### src/rtl/taito_ioc.sv
// Taito F2 I/O controller: input bytes, rotary accumulators, coin lockout,
// queued coin-meter pulses, watchdog and reset-extension pulse.
module taito_ioc #(
  parameter int NUM_IN      = 4,
  parameter int NUM_ROT     = 2,
  parameter int ROT_W       = 16,
  parameter int METER_PULSE = 1024,
  parameter int METER_GAP   = 1024,
  parameter int WDOG_CYCLES = 0,
  parameter int RES_PULSE   = 256
) (
  input  logic                 clk,
  input  logic                 reset,
  input  logic [5:0]           A,
  input  logic                 CSn,
  input  logic                 WEn,
  input  logic [7:0]           Din,
  output logic [7:0]           Dout,
  input  logic [8*NUM_IN-1:0]  IN,
  input  logic                 rotary_inc,
  input  logic                 rotary_abs,
  input  logic [8*NUM_ROT-1:0] rotary,
  output logic [1:0]           COIN_LOCK,
  output logic [1:0]           COINMETER,
  output logic                 RES_OUTn
);

  localparam int MMAX = (METER_PULSE > METER_GAP) ? METER_PULSE : METER_GAP;
  localparam int MCW  = $clog2(MMAX + 1);
  localparam int RCW  = $clog2(RES_PULSE + 1);
  localparam int WDW  = (WDOG_CYCLES > 0) ? $clog2(WDOG_CYCLES + 1) : 1;
  localparam bit WD_EN = (WDOG_CYCLES != 0);

  typedef enum logic [1:0] {IDLE, PULSE, GAP} mstate_e;

  logic             wr, rd, wdog_wr, wd_fire;
  logic [1:0]       req, dec;
  logic [7:0]       rdata, dout_q;
  logic [1:0]       lock_q, meter_q;
  logic [NUM_ROT-1:0] zero_q, zprev_q, zedge;
  logic [ROT_W-1:0] acc_q [NUM_ROT];
  logic [ROT_W-1:0] acc_d [NUM_ROT];
  logic [15:0]      acc16 [NUM_ROT];
  mstate_e          st_q [2];
  logic [3:0]       pend_q [2];
  logic [3:0]       pend_d [2];
  logic [MCW-1:0]   mcnt_q [2];
  logic [WDW-1:0]   wd_q;
  logic [RCW-1:0]   rcnt_q;
  logic             fired_q, resn_q;
  wire              unused_din = ^Din[6:4];

  function automatic logic [ROT_W-1:0] sx(input logic [7:0] v);
    return {{(ROT_W-8){v[7]}}, v};
  endfunction

  assign wr      = !CSn && !WEn;
  assign rd      = !CSn && WEn;
  assign wdog_wr = wr && (A == 6'h12);
  assign req     = (wr && A == 6'h10) ? Din[3:2] : 2'b00;
  assign zedge   = zero_q & ~zprev_q;
  assign wd_fire = WD_EN && resn_q && !wdog_wr && (wd_q == WDW'(1));

  assign Dout      = dout_q;
  assign COIN_LOCK = lock_q;
  assign COINMETER = meter_q;
  assign RES_OUTn  = resn_q;

  // A delta on the zero edge is added to a cleared accumulator
  always_comb begin
    for (int c = 0; c < NUM_ROT; c++) begin
      acc_d[c] = acc_q[c];
      acc16[c] = 16'(acc_q[c]);
      if (rotary_abs)
        acc_d[c] = sx(rotary[8*c +: 8]);
      else if (rotary_inc)
        acc_d[c] = (zedge[c] ? '0 : acc_q[c]) + sx(rotary[8*c +: 8]);
      else if (zedge[c])
        acc_d[c] = '0;
    end
  end

  always_comb begin
    for (int m = 0; m < 2; m++) begin
      dec[m] = (pend_q[m] != 4'd0) &&
               ((st_q[m] == IDLE) ||
                (st_q[m] == GAP && mcnt_q[m] == '0));
      pend_d[m] = pend_q[m];
      if (req[m] && !dec[m] && pend_q[m] != 4'hF)
        pend_d[m] = pend_q[m] + 4'd1;
      else if (dec[m] && !req[m])
        pend_d[m] = pend_q[m] - 4'd1;
    end
  end

  always_comb begin
    rdata = '0;
    for (int k = 0; k < NUM_IN; k++)
      if (A == 6'(k)) rdata = IN[8*k +: 8];
    case (A)
      6'h10:   rdata = {4'b0, meter_q, lock_q};
      6'h11:   rdata[NUM_ROT-1:0] = zero_q;
      6'h12:   rdata[0] = fired_q;
      6'h13:   rdata = {pend_q[1], pend_q[0]};
      default: ;
    endcase
    for (int c = 0; c < NUM_ROT; c++) begin
      if (A == 6'(32 + 2*c) && !zero_q[c]) rdata = acc16[c][7:0];
      if (A == 6'(33 + 2*c) && !zero_q[c]) rdata = acc16[c][15:8];
    end
  end

  always_ff @(posedge clk) begin
    if (reset) begin
      dout_q  <= '0;
      lock_q  <= '0;
      zero_q  <= '0;
      zprev_q <= '0;
      for (int c = 0; c < NUM_ROT; c++) acc_q[c] <= '0;
    end else begin
      if (rd) dout_q <= rdata;
      if (wr && A == 6'h10) lock_q <= Din[1:0];
      if (wr && A == 6'h11) zero_q <= Din[NUM_ROT-1:0];
      zprev_q <= zero_q;
      for (int c = 0; c < NUM_ROT; c++) acc_q[c] <= acc_d[c];
    end
  end

  always_ff @(posedge clk) begin
    if (reset) begin
      meter_q <= '0;
      for (int m = 0; m < 2; m++) begin
        st_q[m]   <= IDLE;
        pend_q[m] <= '0;
        mcnt_q[m] <= '0;
      end
    end else begin
      for (int m = 0; m < 2; m++) begin
        pend_q[m] <= pend_d[m];
        unique case (st_q[m])
          IDLE:
            if (dec[m]) begin
              st_q[m]    <= PULSE;
              meter_q[m] <= 1'b1;
              mcnt_q[m]  <= MCW'(METER_PULSE - 1);
            end
          PULSE:
            if (mcnt_q[m] == '0) begin
              st_q[m]    <= GAP;
              meter_q[m] <= 1'b0;
              mcnt_q[m]  <= MCW'(METER_GAP - 1);
            end else begin
              mcnt_q[m] <= mcnt_q[m] - MCW'(1);
            end
          GAP:
            if (mcnt_q[m] != '0) begin
              mcnt_q[m] <= mcnt_q[m] - MCW'(1);
            end else if (dec[m]) begin
              st_q[m]    <= PULSE;
              meter_q[m] <= 1'b1;
              mcnt_q[m]  <= MCW'(METER_PULSE - 1);
            end else begin
              st_q[m] <= IDLE;
            end
          default: st_q[m] <= IDLE;
        endcase
      end
    end
  end

  // Watchdog count is frozen while the reset pulse is being driven
  always_ff @(posedge clk) begin
    if (reset) begin
      wd_q    <= WDW'(WDOG_CYCLES);
      fired_q <= 1'b0;
      rcnt_q  <= RCW'(RES_PULSE);
      resn_q  <= 1'b0;
    end else begin
      if (wd_fire) begin
        rcnt_q <= RCW'(RES_PULSE);
        resn_q <= 1'b0;
      end else if (rcnt_q != '0) begin
        rcnt_q <= rcnt_q - RCW'(1);
        resn_q <= (rcnt_q == RCW'(1));
      end else begin
        resn_q <= 1'b1;
      end
      if (wdog_wr || wd_fire)
        wd_q <= WDW'(WDOG_CYCLES);
      else if (WD_EN && resn_q)
        wd_q <= wd_q - WDW'(1);
      if (wd_fire)
        fired_q <= 1'b1;
      else if (wdog_wr && Din[7])
        fired_q <= 1'b0;
    end
  end

endmodule

### config.mk
export PLATFORM = sky130hd
export DESIGN_NAME = taito_ioc
export DESIGN_NICKNAME = d
export VERILOG_FILES = /design/src/rtl/taito_ioc.sv
export SDC_FILE = /design/constraint.sdc
export NUM_CORES = 1
export LEC_CHECK = 0
export BUFFER_PORTS_ARGS = -buffer_cell sky130_fd_sc_hd__buf_2
export CAP_MARGIN = 20
export CORE_MARGIN = 2
export CORE_UTILIZATION = 61
export CTS_BUF_LIST = sky130_fd_sc_hd__clkbuf_2
export CTS_CLUSTER_SIZE = 24
export DETAILED_ROUTE_END_ITERATION = 10
export PLACE_DENSITY = 0.93
export SETUP_SLACK_MARGIN = 0.1
export SLEW_MARGIN = 20
export SYNTH_ARGS = -nofsm -noshare
export SYNTH_HDL_FRONTEND = slang
export SYNTH_SLANG_ARGS = --single-unit
### constraint.sdc
create_clock -name clk -period 4.2 [get_ports clk]
set_clock_uncertainty 0.2 [all_clocks]
set_input_delay 0.42 -clock clk [delete_from_list [all_inputs] [get_ports clk]]
set_output_delay 0.42 -clock clk [all_outputs]
set_load 0.02 [all_outputs]
Word-level counts from Yosys, hierarchy flattened
Memories as Yosys holds them, arrays and structs flattened.
Cells that the tools add are included.
{ "totals": {"ff_bits": 26, "ramBits": 66, "inputBits": 68, "output_inout_bits": 13, "elab_cells": 227, "mem_count": 4} }
{ "op_classes": {"n_addsub": 9, "n_eq_ne": 22, "muxes": 114, "bitwise_logic": 26, "reduce_logical": 44} }
{ "mem_list": {"columns": ["name", "words", "width", "read_ports", "rd_clocked_by_memory_dff", "write_ports", "line_no", "rtl"], "rows": [
  ["acc_q", 2, 16, 2, 0, 2, "41", "logic [ROT_W-1:0] acc_q [NUM_ROT];"],
  ["mcnt_q", 2, 11, 2, 0, 2, "47", "logic [MCW-1:0] mcnt_q [2];"],
  ["pend_q", 2, 4, 2, 0, 2, "45", "logic [3:0] pend_q [2];"],
  ["st_q", 2, 2, 2, 0, 2, "44", "mstate_e st_q [2];"]
]} }
{ "op_table": {"columns": ["cell", "count"], "rows": [
  ["$mux W16", 8],
  ["$mux W11", 10],
  ["$mux W1", 66],
  ["$mux W8", 8],
  ["$add A16 B16 Y16", 2],
  ["$eq A6 B5 Y1 const B", 4],
  ["$eq A6 B6 Y1 const B", 4],
  ["$mux W4", 6],
  ["$or A1 B1 Y1", 24],
  ["$logic_not A11 Y1", 2],
  ["$mux W2", 11],
  ["$reduce_bool A11 Y1", 2],
  ["$sub A11 B1 Y11 const B", 2],
  ["$logic_and A1 B1 Y1", 18],
  ["$eq A6 B2 Y1 const B", 2],
  ["$pmux W6 S2", 1],
  ["$eq A9 B1 Y1 const B", 1],
  ["$pmux W1 S3", 3],
  ["$reduce_bool A9 Y1", 1],
  ["$sub A9 B1 Y9 const B", 1],
  ["$add A4 B1 Y4 const B", 2],
  ["$logic_not A1 Y1", 8],
  ["$ne A2 B2 Y1 const B", 4],
  ["$ne A4 B4 Y1 const B", 2],
  ["other kinds (14)", 23]
]} }

Depth between registers and ports, before layout
Gate-level depths: netlist of the first run.
An unclocked memory read counts as a cell.
{ "logic_depth": {"ltp_word": 14, "ltp_mapped": 14, "ltp_nobuf": 14} }

Worst setup path before layout of the first run
Ideal clock, no wire load.
{ "synth_timing": {"kind": "input-to-reg", "startpoint": "input A[3]", "endpoint": "memory pend_q[0][3]", "setup_ns": 0.128, "t_arrival_ns": 2.994, "t_required_ns": 3.872, "slack_ns": 0.878, "stages": 13, "path_buffers": 2, "cell_sequence": "or4b_1 > buf_2 > and3b_1 > buf_4 > nand2_1 > a41o_1 > a21o_4 > ha_1 > a21o_1 > a21oi_1 > mux2i_4 > xnor2_1 > nor2_1"} }
{ "synth_rtl": {"columns": ["element", "line_no", "rtl"], "rows": [
  ["start, declared", "14", "input logic [5:0] A,"],
  ["end, declared", "45", null]
]} }

==> results of run 1 <==
## layer usage
metal	global-route usage	vias up	wire length, um
met3	0.0615	68	1420
met4	0.143	0	646
li1	-	3015	-
met2	0.491	289	8240
met5	0	-	0
met1	0.381	2909	6980
## registers in the layout, indices dropped and copies added (netlist names)
register / cells
mcnt_q: 22
rcnt_q: 9
st_q: 4
zprev_q: 2
acc_q: 32
COIN_LOCK: 2
Dout: 8
zero_q: 2
pend_q: 8
COINMETER: 2
RES_OUTn: 1
## placed cells by master (no fill, tap or decap), types with 4 or more instances in the layout
master / n
sky130_fd_sc_hd__a211oi_1: 12
sky130_fd_sc_hd__a21o_1: 8
sky130_fd_sc_hd__a21oi_1: 78
sky130_fd_sc_hd__a221oi_1: 15
sky130_fd_sc_hd__a22oi_1: 7
sky130_fd_sc_hd__a311oi_1: 4
sky130_fd_sc_hd__a31oi_1: 9
sky130_fd_sc_hd__and2_1: 28
sky130_fd_sc_hd__buf_2: 76
sky130_fd_sc_hd__clkbuf_2: 10
sky130_fd_sc_hd__dfxtp_1: 66
sky130_fd_sc_hd__dlygate4sd3_1: 18
sky130_fd_sc_hd__edfxtp_1: 26
sky130_fd_sc_hd__fa_1: 4
sky130_fd_sc_hd__ha_1: 39
sky130_fd_sc_hd__inv_1: 30
sky130_fd_sc_hd__mux2i_1: 27
sky130_fd_sc_hd__mux4_2: 7
sky130_fd_sc_hd__nand2_1: 60
sky130_fd_sc_hd__nand2b_1: 14
sky130_fd_sc_hd__nand3_1: 10
sky130_fd_sc_hd__nand3b_1: 7
sky130_fd_sc_hd__nor2_1: 92
sky130_fd_sc_hd__nor2b_1: 14
sky130_fd_sc_hd__nor3_1: 22
sky130_fd_sc_hd__nor4_1: 6
sky130_fd_sc_hd__o21a_1: 7
sky130_fd_sc_hd__o21ai_0: 36
sky130_fd_sc_hd__o21bai_1: 5
sky130_fd_sc_hd__or2_2: 5
sky130_fd_sc_hd__or3_1: 13
sky130_fd_sc_hd__or4_1: 4
sky130_fd_sc_hd__xnor2_1: 37
sky130_fd_sc_hd__xor2_1: 11
## final cells by class
cell class / count / share of cell area
Clock inverter: 6 / 0.00962
Tap cell: 140 / 0.0236
Inverter: 30 / 0.0152
Timing Repair Buffer: 97 / 0.0787
Sequential cell: 92 / 0.284
Clock buffer: 10 / 0.00675
Multi-Input combinational cell: 635 / 0.582
## critical path, cell delays in order (launching register included)
cell and delay (ps):
sky130_fd_sc_hd__edfxtp_1 460, sky130_fd_sc_hd__inv_1 70, sky130_fd_sc_hd__ha_1 170, sky130_fd_sc_hd__or3b_1 410, sky130_fd_sc_hd__and4bb_2 340, sky130_fd_sc_hd__nand2b_1 140
sky130_fd_sc_hd__a211o_1 370, sky130_fd_sc_hd__and4_1 230, sky130_fd_sc_hd__inv_1 120, sky130_fd_sc_hd__ha_1 240, sky130_fd_sc_hd__a21o_1 170, sky130_fd_sc_hd__a21oi_1 170
sky130_fd_sc_hd__mux2i_1 240, sky130_fd_sc_hd__xor2_1 190, sky130_fd_sc_hd__nor2_1 60
## report_power, final
| group | internal, mW | leakage (nW) | switching [mW] | total, mW |
|---|---|---|---|---|
| registers | 1.22 | 0.827 | 0.274 | 1.50 |
| logic | 0.748 | 2.22 | 0.933 | 1.68 |
| clock network | 0.147 | 0.0710 | 0.343 | 0.490 |
| total | 2.12 | 3.12 | 1.55 | 3.67 |
## how the worst max path moves through the flow
stage                     depth (start not counted)          from      endpoint  slack [ps]
after CTS                                        14  mcnt_q[1][0]  pend_q[0][7]         550
after floorplan                                  13          A[3]  pend_q[0][3]         880
after detailed placement                         12          A[3]  pend_q[0][3]         500
final                                            14  mcnt_q[1][0]  pend_q[0][7]         530
after global placement                           12          A[3]  pend_q[0][3]         570
after global routing                             12     zero_q[1]  acc_q[0][31]         240
## stage by stage
step | util | power [mW] | area (sq um) | hold WS, ps | setup WS (ps)
CTS | 0.689 | 3.64 | 7410 | 37.1 | 555
finish | 0.690 | 3.67 | 7410 | 53.7 | 532
floorplan | - | 2.78 | 6670 | 231 | 878
global placement | 0.661 | 3.07 | 7100 | 243 | 574
detailed placement | 0.661 | 3.15 | 7100 | 246 | 503
global route | 0.690 | 3.95 | 7410 | 60.0 | 238
## cell families (layout without fill, tap and decap cells)
| family | after synthesis | count (layout) | share of synthesized area |
|---|---|---|---|
| flip-flops | 92 | 92 | 0.315 |
| buffers and inverters | 66 | 143 | 0.0381 |
| AO/OA/AOI/OAI | 211 | 211 | 0.202 |
| AND/OR/NAND/NOR | 296 | 296 | 0.226 |
| XOR/XNOR | 48 | 48 | 0.0631 |
| adder cells (fa/ha/maj) | 43 | 43 | 0.0852 |
| multiplexers | 37 | 37 | 0.0709 |
==> results.txt, run 1 <==
The clock sink count came out at 92. The number of fillers in the final layout came out at 846. Setup repair after global routing left no endpoint under its margin. The tree is rooted in a sky130_fd_sc_hd__clkbuf_2.

The register area came out at 2100 sq um. The number of nets in the finished design is ~980. The minimum clock period came out at 3670 ps.

The total routing resource utilization after global routing is 0.301. The H-tree was split into 3 levels. The total setup violations reported at the end of the flow is 0. At the worst endpoint, the arrival time is 3970 ps. In this run the tightest slew margin relative to its limit is 0.312. For this configuration, the core starts out at a cell density of 0.621. Before antenna repair, the detailed router went through 5 iterations.

In this run, placement finished with an instance count of just under 1k. At the worst endpoint, the required time is 4500 ps. After the first detailed-routing iteration, the DRC count stood at 528.

The flow ran to the end, and the final reports show no timing, DRC or antenna violations. The number of maximum-capacitance constraint violations is 0. The most frequently used cell type in the post-synthesis netlist is sky130_fd_sc_hd__nor2_1. The antenna violation net count after detailed routing is 0. The setup slack on the worst flop-to-flop path is between 500 and 600 ps.

The total number of placement rows is 38. Gates resized during post-CTS repair numbered 0. The net count of the mapped netlist is about 900. In this run the power density over the cells is roughly 500 nW/um^2. The path with the worst hold slack has its endpoint at Dout[1]. The wire-length estimate of the detail-placed layout is 12.4 mm.

The CTS tree is done. Of the post-synthesis cell area, the dominant cell type holds 0.198. The highest achievable clock rate came out at ~270 MHz. The number of antenna violations at the first check in global routing came out at 0. The commonest cells after synthesis are 92 x sky130_fd_sc_hd__nor2_1, 78 x sky130_fd_sc_hd__a21oi_1, 66 x sky130_fd_sc_hd__dfxtp_1, 60 x sky130_fd_sc_hd__nand2_1, 39 x sky130_fd_sc_hd__ha_1.

The quantity of hold-fixing buffers added after cts came out at 18. The post-route fraction of the period consumed by the critical path came out at 0.873. The synthesized netlist occupies a cell area of 6670 sq um. Compared with the post-synthesis result, the final layout area differs by 11.1%. The number of primary I/O pins came out at slightly above 80. The leakage power total is ~3.1 nW. Once the clock tree was built, the setup fixing pass inserted 0 buffers.

The number of pins exceeding their max-slew limit in the final report came out at 0. In this run, CTS created clock tree buffers numbering 9. In this run the vertical extent of the chip is roughly 110 um. In this run the most critical hold path is launched from WEn. The final RePlAce weighted congestion came out at approximately 0.9.

The largest net degree at the start of global routing is 39. Synthesis handed over a netlist of 793 instances. Yosys mapped the design onto 70 distinct sky130hd cell types. The maximum fanout along the worst path is 5. The accumulated negative setup slack came out at 0 ps. The overall die width is around 110 um. The vias per cell came out at 6.22. The worst hold path passes through 4 cells. The buffer levels on the longest clock path came out at 2. The via count of the first global-routing pass is between 6k and 7k. The total of warnings raised by yosys is 0. The wire length of the first global-routing pass came out at 28.3 mm. In the routed design, unresolved DRC markers number 0.

The largest total area in the synthesized netlist belongs to sky130_fd_sc_hd__dfxtp_1. The path class of the tightest hold or removal check is in -> reg. The number of hold-slack violations in the final timing report came out at 0. The latest clock arrival within the worst-skew pair is around 610 ps. The aggregate global routing overflow is 0.

The synthesized design contains 26 enable-type register cells. The slew at the pin closest to its max-slew limit is around 1000 ps. The total of flip-flops plus latches after synthesis is between 90 and 100.

By area the synthesized netlist is led by sky130_fd_sc_hd__dfxtp_1 20%, sky130_fd_sc_hd__edfxtp_1 12%, sky130_fd_sc_hd__ha_1 7.3%. Buffers placed on the I/O ports in this run total 76. The sequential-to-total area share from yosys stat is 0.315.

The routed design has around 17 mm of wire. The average detailed-routed wire length per instance is 17.1 um. The total vias in the final route is 6,281. The final standard cell count with taps included and fillers excluded came out at roughly 1k. The setup path with the least slack is of type reg -> reg.

The combined area of the multi-input logic cells is between 4000 and 5000 sq um. The kind of end point of the critical path is a register. The launch instance of the worst register-to-register path is mcnt_q[1][0]. The worst reg-to-reg path cell count is 14.

VDD sags by at most 320 uV. The core box area came out at around 11,000 sq um. The repair_antennas step left the layout with diodes totalling 0. The worst setup path is launched from a register.

Of all flip-flops after synthesis, the portion carrying an async set or reset was 0. Of the cells placed in the final design, the portion with a size suffix greater than 1 is 0.139. The clock input transition at the sequential cells of the worst setup and hold paths is 270 ps.

Each instance of the synthesized netlist takes up on average 8.41 sq um. In this run the critical register-to-register path is captured at pend_q[0][7]. The primary flip-flop cell chosen by synthesis mapping is sky130_fd_sc_hd__dfxtp_1.

The die area came out at 11,800 sq um.
Power figures use the tool's default switching activity.
==> run 2, diff against run 1 <==
--- a/config.mk
+++ b/config.mk
@@ -5,14 +5,14 @@
 export SDC_FILE = /design/constraint.sdc
 export NUM_CORES = 1
 export LEC_CHECK = 0
-export BUFFER_PORTS_ARGS = -buffer_cell sky130_fd_sc_hd__buf_2
 export CAP_MARGIN = 20
 export CORE_MARGIN = 2
-export CORE_UTILIZATION = 61
+export CORE_UTILIZATION = 65
 export CTS_BUF_LIST = sky130_fd_sc_hd__clkbuf_2
 export CTS_CLUSTER_SIZE = 24
 export DETAILED_ROUTE_END_ITERATION = 10
-export PLACE_DENSITY = 0.93
+export DONT_BUFFER_PORTS = 1
+export PLACE_DENSITY = 0.91
 export SETUP_SLACK_MARGIN = 0.1
 export SLEW_MARGIN = 20
 export SYNTH_ARGS = -nofsm -noshare
==> run 2 against run 1 <==
  * Utilization increased by 4.9 points
  * Largest power group unchanged
  * Fmax decreased by 5.6%
  * First-iteration DRC count is 3.2% higher
  * Sequential share of layout area increased by 0.47 points
  * Critical endpoint is now acc_q[0][4]
==> results.txt, run 2 (synthesis gave the netlist of run 1 again) <==
The overall power of the completed layout is 3.70 mW (+0.93%). The number of antenna violations at the first check in global routing is 0 (unchanged). The cell internal power dissipation is 2.11 mW (-0.27%). The run finished with clean final reports.

The highest achievable clock rate is 257 MHz (-5.6%). The violation count after the first detailed-route iteration was 545 (+3.2%). The critical path depth in cells is 15 (+1). The leakage power total is 2.91 nW (-6.5%). The via count of the first global-routing pass is 6,283 (+4.1%). The die area came to 11,100 sq um (-5.9%). The layout cell share with drive strength beyond 1 is 0.0550 (-0.0841). The count of buffering cells on the critical path with inverters included is 3 (+1). The total routing resource utilization after global routing came out at 0.330 (+0.0295). The worst reg-to-reg path cell count was 15 (+1). The cell sitting at the root of the clock tree is a sky130_fd_sc_hd__clkbuf_2. The slowest stage of the critical path is the sky130_fd_sc_hd__dlygate4sd3_1 cell.

The path type of the worst min-delay path is in -> reg. The worst path arrival time came to 4220 ps (+250 ps). The maximum resistive drop on vdd is 394 uV (+23%). The aggregate routed wire length is 18.6 mm (+7.6%). The overall die width is 105 um (-3.0%). The count of buffers added by post-CTS timing repair for setup came out at 0 (unchanged). The remaining max-slew budget at the tightest pin is 0.266 (-0.0464). The half-perimeter wire length after placement came to 12.1 mm (-2.2%). The starting utilization of the core area is 0.676 (+0.0554).

The maximum fanout along the worst path came to 17 (+12). The post-route fraction of the period consumed by the critical path came out at 0.926 (+0.0522). The critical path starts at zero_q[0]. The number of hold-slack violations in the final timing report came out at 0 (unchanged). The critical path is of the reg -> reg type. The number of diodes added for antenna fixing came out at 0 (unchanged).

The clock sink count is 92 (unchanged). The worst register-to-register path begins at zero_q[0]. The H-tree depth reported by CTS came out at 3 (unchanged).

The buffer levels on the longest clock path came out at 2 (unchanged). The largest registers in the layout are acc_q: 32 flops, mcnt_q: 22 flops, rcnt_q: 9 flops. The area overhead of the layout relative to synthesis is 9.35%. The minimum clock period came out at 3890 ps (+219 ps). The largest stage delay on the critical path came out at 580 ps (+120 ps). The net switching power is 1.59 mW (+2.6%). The flip-flop count of the largest register after layout is 32 (unchanged).

The share of total power in sequential cells is 0.411 (+0.003). The total vias in the final route is 6,360 (+1.3%). The worst hold path depth came to 4 (unchanged).

The wire length of the first global-routing pass is 29.6 mm (+4.8%). The core box area was 9860 sq um (-8.2%). The slew at the pin closest to its max-slew limit is 1100 ps (+74.5 ps). The average detailed-routed wire length per instance is 19.5 um (+14%). The number of maximum-capacitance constraint violations came to 0 (unchanged).

The required time reported for the critical path endpoint came out at 4530 ps (+30 ps). The antenna violation net count after detailed routing is 0 (unchanged). The kind of cell with the highest combined delay along the critical path is buffers and inverters. The number of primary I/O pins is 81 (unchanged). The CTS tree is done. The largest net degree at the start of global routing is 71 (+82%). The latest clock arrival within the worst-skew pair came out at 590 ps (-20 ps). The final RePlAce weighted congestion came out at 0.926 (+5.5%). The critical path goes through nand2b_4 -> and2_1 -> ha_1 -> inv_1 -> fa_1 -> nor2b_1 -> o21ai_0 -> a21boi_0 -> nor2_1 -> mux2i_1 -> nor2_1 -> a21oi_1 -> dlygate4sd3_1 -> nor2_1 -> dlygate4sd3_1. The vias per cell is 6.69 (+7.5%). The height of the chip is 105 um (-3.0%). The library cell used most frequently in the layout, excluding fill and tap cells, is sky130_fd_sc_hd__nor2_1. The startpoint kind of the worst setup timing path is a register. The remaining routing DRC violations is 0 (unchanged). The clock input transition at the sequential cells of the worst setup and hold paths came to 280 ps (about the same).

The number of nets in the finished design was 924 (-5.3%). The accumulated negative setup slack was 0 ps (unchanged). The clock buffer count from CTS is 9 (unchanged). The number of pins exceeding their max-slew limit in the final report came to 0 (unchanged). The share of power burned in combinational logic came to 0.459 (about the same). The start point of the worst hold path is A[0]. In the layout the commonest cells are 92 x sky130_fd_sc_hd__nor2_1, 78 x sky130_fd_sc_hd__a21oi_1, 66 x sky130_fd_sc_hd__dfxtp_1, 60 x sky130_fd_sc_hd__nand2_1, 43 x sky130_fd_sc_hd__dlygate4sd3_1. The total number of placement rows was 36 (-5.3%). The number of input and output port buffers inserted came to 0 (-100%). In this design, the critical path's most frequently occurring cell is sky130_fd_sc_hd__nor2_1. Setup repair after global routing left no endpoint under its margin. The switching part of the total power is 0.429 (+0.00686).

The number of search-and-repair iterations in the first detailed-routing pass came out at 6 (+1). Counting flops per register, the top entry is acc_q. The total setup violations reported at the end of the flow is 0 (unchanged). STA classifies the critical path endpoint as a register. The aggregate global routing overflow is 0 (unchanged). The relative contribution of the clock network to total power came out at 0.130 (-0.004).

The power density over cell area came out at 508 nW/um^2 (+2.6%).
[run 2: cell count changes in the layout (fill, tap and decap cells not counted), sizes merged]
| cell | before | now |
|---|---|---|
| buf | 79 | 2 |
| clkbuf | 10 | 9 |
| clkinv | 0 | 1 |
| clkinvlp | 2 | 1 |
| dlygate4sd3 | 18 | 43 |
| inv | 33 | 34 |
[run 2: cell type report]
class	instances	area, sq um
Multi-Input combinational cell	635	4330
Clock buffer	9	45.0
Fill cell	657	2570
Tap cell	133	166
Sequential cell	92	2100
Inverter	30	113
Timing Repair Buffer	45	463
Clock inverter	7	72.6
[run 2: metal layers]
metal | part of all wire | routed length (um) | GRT usage
met5 | 0 | 0 | 0
met4 | 0.038 | 709 | 0.145
met1 | 0.38 | 7130 | 0.403
met3 | 0.094 | 1750 | 0.0742
met2 | 0.48 | 9000 | 0.558
[run 2: power groups by stage]
stage / sequential [mW] / combinational (mW) / clock, mW
after floorplan: 1.42 / 1.36 / 0
final: 1.52 / 1.70 / 0.481
after detailed placement: 1.53 / 1.57 / 0
after global routing: 1.55 / 1.87 / 0.515
after CTS: 1.51 / 1.64 / 0.475
after global placement: 1.50 / 1.46 / 0
[run 2: worst min-delay path, stage by stage]
cell	delay [ps]
sky130_fd_sc_hd__mux2i_1	60
sky130_fd_sc_hd__nor2_1	80
sky130_fd_sc_hd__o21ai_0	110
sky130_fd_sc_hd__a21oi_1	130
[run 2: repair_timing]
action	CTS	global route
endpoints found under the setup margin	0	3
hold endpoints to repair	86	0
hold buffers	45	0
gates resized for setup	0	3
[run 2: path summary, 6_finish.rpt]
path / end / slack, ps
hold reg to reg: rcnt_q[8] / 320
setup reg to reg: acc_q[0][4] / 310
hold / removal: Dout[4] / 40
setup / recovery: acc_q[0][4] / 310
[run 2: metrics by stage]
stage	worst slack [ps]	cells	utilization	hold slack, ps	area [sq um]
3_3_place_gp	717	890	0.678	239	6690
5_1_grt	99.8	951	0.739	27.7	7290
6_report	313	951	0.739	40.6	7290
3_5_place_dp	594	890	0.678	259	6690
4_1_cts	173	951	0.738	20.8	7280
2_1_floorplan	878	793	-	231	6670
